$ cat src/rtl/device_pkg.sv
// Shared types and constants for the device enable-gated counter.
package device_pkg;

    localparam int DEVICE_WIDTH = 4;

    typedef logic [DEVICE_WIDTH-1:0] count_t;

    // Largest value a w-bit count can reach; the count wraps to 0 after it.
    function automatic int unsigned terminal_count(input int w);
        return (32'd1 << w) - 32'd1;
    endfunction

endpackage

$ cat src/rtl/device_counter.sv
// Enable-gated wrapping up-counter with async active-low reset r.
// Build option DEVICE_TC_EN adds the combinational terminal-count output TC.
module device_counter
    import device_pkg::*;
#(
    parameter int WIDTH = DEVICE_WIDTH
) (
    input  logic             clk,
    input  logic             r,
    input  logic             EC,
    output logic [WIDTH-1:0] Q
`ifdef DEVICE_TC_EN
    ,
    output logic             TC
`endif
);

    always_ff @(posedge clk or negedge r) begin
        if (!r) begin
            Q <= '0;
        end else if (EC) begin
            Q <= Q + 1'b1;
        end
    end

`ifdef DEVICE_TC_EN
    localparam int unsigned      TERM_INT = terminal_count(WIDTH);
    localparam logic [WIDTH-1:0] TERMINAL = TERM_INT[WIDTH-1:0];

    // Flags that the coming edge wraps; gated by r so it reads 0 in reset.
    always_comb begin
        TC = r && EC && (Q == TERMINAL);
    end
`endif

endmodule

$ cat config.mk
export PLATFORM = sky130hd
export DESIGN_NAME = device_counter
export DESIGN_NICKNAME = d
export VERILOG_FILES = /design/src/rtl/device_pkg.sv /design/src/rtl/device_counter.sv
export SDC_FILE = /design/constraint.sdc
export NUM_CORES = 1
export LEC_CHECK = 0
export CAP_MARGIN = 15
export CORE_AREA = 2 2 39 41
export DETAILED_ROUTE_END_ITERATION = 8
export DIE_AREA = 0 0 41 43
export SYNTH_ARGS = -nofsm -noshare
export SYNTH_HDL_FRONTEND = slang
export SYNTH_SLANG_ARGS = --single-unit
$ cat constraint.sdc
create_clock -name clk -period 1.1 [get_ports clk]
set_input_delay 0.11 -clock clk [delete_from_list [all_inputs] [get_ports clk]]
set_output_delay 0.11 -clock clk [all_outputs]
set_load 0.02 [all_outputs]
## Word level (Yosys, flattened, before mapping)

Cells that the tools add are included.

| storage, ports and cells | value |
|---|---|
| register bits | 4 |
| bits of input ports | 3 |
| output and inout port bits | 4 |
| word-level logic and storage cells | 2 |

| operators by class | value |
|---|---|
| add/sub/neg operators | 1 |

Operator list:

| operator | count |
|---|---|
| adder 4 x 1 -> 4 bit, second input constant | 1 |

## Logic depth before layout (Yosys ltp)

Gate-level depths: netlist of run 1.

| logic depth | value |
|---|---|
| depth after elaboration | 1 |
| mapped depth | 3 |
| mapped depth without buffers | 3 |

## Worst setup path after synthesis of run 1

Ideal clock, no wire load.

| timing | value |
|---|---|
| path type | reg2reg |
| start point | reg Q[0] |
| end point | reg Q[1] |
| setup time | 0.125 ns |
| data arrival time | 1.020 ns |
| data required time | 0.975 ns |
| setup slack | -0.045 ns |
| cell stages (with the launch flop) | 3 |
| buffers on the path | 0 |
| period minus slack after synthesis | 1.145 ns |
| path through | dfrtp_1 ha_1 mux2_2 |

| on the way | value |
|---|---|
| word-level cells in the longest chain between the ends | 1 |

Ends and longest elaborated chain:

| item | RTL line | text |
|---|---|---|
| start, declared | device_counter.sv:11 | `output logic [WIDTH-1:0] Q` |
| start signal, assigned | device_counter.sv:22 | `Q <= Q + 1'b1;` |
| adder 4 x 1 -> 4 bit | device_counter.sv:22 |  |

No other way between the ends.
A chain may end at the register's enable or synchronous reset.

## Worst setup path in the final report of run 1

| timing | value |
|---|---|
| start point | reg Q[1] |
| end point | out Q[1] |

No word-level cell between the ends.

==> results of run 1 <==
-- timing repair --
item	4_1_cts	5_1_grt
setup endpoints to repair	4	2
gates resized for setup	5	0
hold buffers	0	0
cloned	0	0
endpoints found under the hold margin	0	0
buffers inserted	0	1
-- worst max path at each step --
stage | cells after the start | to | slack [ps]
finish | 1 | Q[1] | 20
global placement | 2 | Q[1] | -20
detailed placement | 2 | Q[1] | -40
floorplan | 2 | Q[1] | -7
global route | 2 | Q[1] | -20
CTS | 1 | Q[1] | 10
-- power groups by stage --
stage	Clock, mW	Combinational, mW	Sequential [mW]
after detailed placement	0	0.416	0.304
after global placement	0	0.405	0.295
after floorplan	0	0.108	0.397
after CTS	0.188	0.371	0.300
after global routing	0.201	0.449	0.306
final	0.181	0.400	0.292
-- placed cells by master (no fill, tap or decap) --
cell and instances:
clkdlybuf4s15_1 1, nand2_1 1, dfrtp_1 2, buf_4 2, dlygate4sd2_1 3, nand4_1 1
xor2_1 1, clkbuf_4 3, dfrtp_2 2, mux2_2 1, ha_1 1, xnor2_1 2
clkdlybuf4s50_1 2
-- per-layer routing --
metal | GRT usage | vias to the layer above | wire length (um)
li1 | - | 60 | -
met5 | 0 | - | 0
met4 | 0.0800 | 0 | 21
met3 | 0.0471 | 4 | 56
met1 | 0.0617 | 52 | 130
met2 | 0.0469 | 9 | 107
-- metrics by stage --
step                      area (um^2)  hold slack (ps)  total power, mW   util  cells
after global placement            250              317            0.701  0.181     34
final                             277             77.5            0.873  0.200     38
after CTS                         269             78.6            0.859  0.194     37
after floorplan                   163             -186            0.504      -     11
after global routing              277             88.3            0.957  0.200     38
after detailed placement          250              326            0.720  0.181     34
-- logic make-up after synthesis --
family	count (synthesis)
adders and majority gates	1
muxes	1
xor gates and xnor gates	3
DFF	4
and+or+nand+nor	2
-- layout make-up --
class                      instances  area [um^2]  area share
tap                               16         20.0      0.0724
timing repair buffer               8         71.3       0.258
sequential                         4          103       0.371
multi-input combinational          7         60.1       0.217
clock buffer                       3         22.5      0.0814
==> results.json, run 1 <==
{
  "post-place-ws_ps": -42.7,
  "clock_sink_count": 4,
  "port_buffers": 6,
  "setup.worst_path.class": "reg -> out",
  "largest_reg_flops": 4,
  "ys_ff_latch": 4,
  "period_share": 0.978,
  "coreArea_mm2": 0.00138,
  "finalWorstPathRequiredPeriod_ps": 1080,
  "reg2reg_slack_ps": 30,
  "timing.rr.start": "Q[1]",
  "crit_family": "flip-flops",
  "die_w_um": 41,
  "fin_nets": 28,
  "yosysTopAreaCell": "dfrtp_1",
  "synthArstFlopShare": 1.00,
  "p_int_uw": 562,
  "clockRootBuffer": "clkbuf_4",
  "cp-end-kind": "output port",
  "gp_congestion": 0.504,
  "crit_path_max_incr_delay_ps": 410,
  "vias": 125,
  "syn_inst": 11,
  "slowest_stage": "dfrtp_2",
  "worst-path-buf-inv": 1,
  "p_comb_frac": 0.458,
  "synth_area_leaders": "dfrtp_1 (63%), xnor2_1 (11%), ha_1 (7.8%)",
  "die_area_mm2": 0.00176,
  "syn_nets": 15,
  "clock_power_share": 0.207,
  "crit_required_ps": 990,
  "htree_num_levels": 1,
  "setup_tns_ps": 0,
  "yosys_warnings": 0,
  "finalClockSkew_ps": 0.532,
  "hold_viol": 0,
  "seq_area_frac_synth": 0.625,
  "maxSlewViolCount": 0,
  "synth_ff_type": "dfrtp_1",
  "rows": 14,
  "drt_iter0_drc": 1,
  "synth_most_common_cell": "dfrtp_1",
  "synth_edf_count": 0,
  "synthMuxAreaShare": 0.0703,
  "postRouteAntennaNets": 0,
  "remaining_drc_errors": 0,
  "drive_gt1_frac": 0.364,
  "area_delta_synth_final_pct": 72.7,
  "antenna_found_initial": 0,
  "avgSynthCellArea_um2": 14.6,
  "ir_worst_vdd_mv": 0.425,
  "rsz0062_at_grt": "yes",
  "initial_utilization": 0.116,
  "reg_top3": "Q: 4 flops",
  "crit_path_start_kind": "register",
  "r2r_end": "Q[1]",
  "ios": 7,
  "synth-compound-area-share": 0,
  "p_leak_nw": 0.120,
  "tightest_slew_ps": 208,
  "synthXorXnorAreaFrac": 0.164,
  "top_register": "Q",
  "worstSkewPairLatency_ps": 230,
  "synth_fa_ha_area_frac": 0.0781,
  "antenna_cells": 0,
  "cts_made_buffers": 3,
  "drt-total-wl_um": 315,
  "crit_path_cell_trace": "dlygate4sd2_1",
  "swShare": 0.356,
  "synth_top_family_by_area": "XOR/XNOR gates",
  "crit_arrival_ps": 970,
  "grt_overflow": 0,
  "synth-simple-area-share": 0.0625,
  "fillers": 152,
  "hold_class": "in -> async",
  "viasPerCell": 3.29,
  "pwr-share-seq": 0.335,
  "powerDensity_mw_per_mm2": 3160,
  "die_h_um": 43,
  "maxCapViolCount": 0,
  "first_pass_iters": 2,
  "grt_pass1_vias": 131,
  "grt_pass1_wl_um": 552,
  "startpoint": "Q[1]",
  "grt_util_all_layers": 0.0554,
  "syn_area_um2": 160,
  "max_freq_mhz": 930,
  "yosys-top-cells-count": "dfrtp_1 (4), xnor2_1 (2)",
  "tritoncts": "done",
  "clkSlewWorstSetupHoldPaths_ps": 40,
  "synth.distinct_cells": 7,
  "status": "complete, no violations",
  "timing.slew.headroom": 0.862,
  "setup_ws_ps": 24.6,
  "wl_per_cell_um": 8.29,
  "grt_max_degree": 5,
  "cts.path.max_buffers": 2,
  "power.switching_uw": 311,
  "cp_max_fo": 4,
  "setup_viol": 0,
  "r2r_cells": 2,
  "synth_top_area_frac": 0.625
}
(Power assumes the default switching activity.)
==> inputs of run 2 (changes only) <==
--- a/config.mk
+++ b/config.mk
@@ -5,10 +5,12 @@
 export SDC_FILE = /design/constraint.sdc
 export NUM_CORES = 1
 export LEC_CHECK = 0
+export ABC_AREA = 1
 export CAP_MARGIN = 15
 export CORE_AREA = 2 2 39 41
 export DETAILED_ROUTE_END_ITERATION = 8
 export DIE_AREA = 0 0 41 43
+export PLACE_DENSITY_LB_ADDON = 0.12
 export SYNTH_ARGS = -nofsm -noshare
 export SYNTH_HDL_FRONTEND = slang
 export SYNTH_SLANG_ARGS = --single-unit
==> results.json, run 2 <==
{
  "syn_area_um2": 178,
  "crit_required_ps": 1220,
  "finalClockSkew_ps": 8.89,
  "cts_setup_buffers": 0,
  "seq_area_frac_synth": 0.563,
  "hold_class": "in -> async",
  "startpoint": "Q[0]",
  "max_freq_mhz": 941,
  "p_int_uw": 572,
  "grt_pass1_vias": 150,
  "htree_num_levels": 1,
  "final_cells": 49,
  "cp_max_fo": 2,
  "crit_arrival_ps": 1180,
  "avgSynthCellArea_um2": 9.35,
  "maxSlewViolCount": 0,
  "synth_top_area_frac": 0.563,
  "synth_edf_count": 0,
  "yosys-top-cells-count": "nand2_1 (6), dfrtp_1 (4), inv_1 (3), xor2_1 (2)",
  "grt_util_all_layers": 0.0684,
  "synth_most_common_cell": "nand2_1",
  "syn_inst": 19,
  "ios": 7,
  "die_w_um": 41,
  "rows": 14,
  "worstSkewPairLatency_ps": 240,
  "crit_path_start_kind": "register",
  "setup.worst_path.class": "reg -> reg",
  "largest_reg_flops": 4,
  "drive_gt1_frac": 0.242,
  "remaining_drc_errors": 0,
  "status": "complete, no violations",
  "tightest_slew_ps": 218,
  "clkSlewWorstSetupHoldPaths_ps": 40,
  "coreArea_mm2": 0.00138,
  "rsz0062_at_grt": "no",
  "yosysTopAreaCell": "dfrtp_1",
  "die_area_mm2": 0.00176,
  "ys_ff_latch": 4,
  "syn_nets": 23,
  "clock_sink_count": 4,
  "p_leak_nw": 0.161,
  "drt_iter0_drc": 0,
  "drt-total-wl_um": 424,
  "power.switching_uw": 350,
  "viasPerCell": 3.27,
  "grt_max_degree": 5,
  "swShare": 0.380,
  "port_buffers": 6,
  "postRouteAntennaNets": 0,
  "powerDensity_mw_per_mm2": 2950,
  "antenna_cells": 0,
  "dp.cells": 46,
  "fin_nets": 39,
  "vias": 160,
  "synth_ff_type": "dfrtp_1",
  "tritoncts": "done",
  "cp-end-kind": "register",
  "final_common_cell": "nand2_1",
  "ir_worst_vdd_mv": 0.680,
  "maxCapViolCount": 0,
  "setup_ws_ps": 36.9,
  "yosys_warnings": 0,
  "finalWorstPathRequiredPeriod_ps": 1060,
  "setup_viol": 0,
  "clockRootBuffer": "clkbuf_4",
  "cts_made_buffers": 3,
  "post-place-ws_ps": 42.3,
  "cts.path.max_buffers": 2,
  "first_pass_iters": 1,
  "pwr-share-seq": 0.283,
  "reg_top3": "Q: 4 flops",
  "top_register": "Q",
  "r2r_cells": 5,
  "timing.rr.start": "Q[0]",
  "wl_per_cell_um": 8.65,
  "synth.distinct_cells": 8,
  "p_comb_frac": 0.514,
  "gp_congestion": 0.631,
  "synthArstFlopShare": 1.00,
  "die_h_um": 43,
  "area_delta_synth_final_pct": 76.1,
  "hold_viol": 0,
  "setup_tns_ps": 0,
  "grt_pass1_wl_um": 648,
  "synth_area_leaders": "dfrtp_1 (56%), nand2_1 (13%), xor2_1 (9.9%)",
  "hold_buffers": 0,
  "layout_common_cells": "nand2_1 (6), buf_4 (5), dfrtp_1 (4), dlygate4sd2_1 (4)",
  "initial_utilization": 0.128,
  "grt_overflow": 0,
  "antenna_found_initial": 0,
  "fillers": 156,
  "timing.slew.headroom": 0.854,
  "period_share": 0.966,
  "clock_power_share": 0.203
}
[run 2: cell types whose count changed after synthesis, sizes merged, moves of 2 or more]
cell and delta:
o21ai +2, nand2 +5, xnor2 -2, inv +3
[run 2: what timing repair did]
action,CTS,global route
pin swaps,0,1
gates cloned,0,0
resized for setup,4,0
setup endpoints to repair,4,1
[run 2: kinds of logic after synthesis]
family,Yosys count,share of synthesized area
and+or+nand+nor,7,0.148
DFF,4,0.563
buffers and inverters,3,0.0634
AOI/OAI and AO/OA,2,0.0563
xor gates and xnor gates,2,0.0986
adders and majority gates,1,0.0704
[run 2: power groups by stage]
stage                     registers, mW  logic [mW]  clock network [mW]
after global routing              0.268       0.524               0.211
final                             0.261       0.474               0.187
after global placement            0.262       0.534                   0
after detailed placement          0.266       0.532                   0
after CTS                         0.262       0.484               0.195
after floorplan                   0.380       0.118                   0
[run 2: area by class of cell]
| class | count | area [um^2] | area share |
|---|---|---|---|
| Clock buffer | 3 | 22.5 | 0.0720 |
| Inverter | 3 | 11.3 | 0.0360 |
| Multi-Input combinational cell | 12 | 66.3 | 0.212 |
| Sequential cell | 4 | 100 | 0.320 |
| Tap cell | 16 | 20.0 | 0.0640 |
| Timing Repair Buffer | 11 | 92.6 | 0.296 |
[run 2: path summary, 6_finish.rpt]
check,end,slack [ps]
worst min-delay path,Q[3],90
worst min register to register,Q[3],500
worst max register to register,Q[2],40
worst max-delay path,Q[2],40
min in group clk,Q[3],500
max in group asynchronous,Q[2],820
[run 2: worst max-delay path: stages (launching register included)]
cell and delay (ps):
dfrtp_1 370, buf_4 140, ha_1 180, nand2_1 70, xor2_1 140, inv_1 50
[run 2: through the flow]
step                instance area [um^2]  total power [mW]  hold WS [ps]  utilization
detailed placement                   295             0.797           349        0.213
CTS                                  313             0.942          89.8        0.226
global placement                     295             0.797           342        0.213
floorplan                            178             0.499          -186            -
global route                         313              1.00           105        0.226
finish                               313             0.923          86.4        0.226
[run 2: layer usage]
metal  global-route usage  share of wire  vias to the layer above
met1               0.0841           0.51                       68
met3               0.0314           0.11                        0
li1                     -              -                       86
met2               0.0656           0.38                        6
met4                0.100              0                        0
met5                    0              0                        -
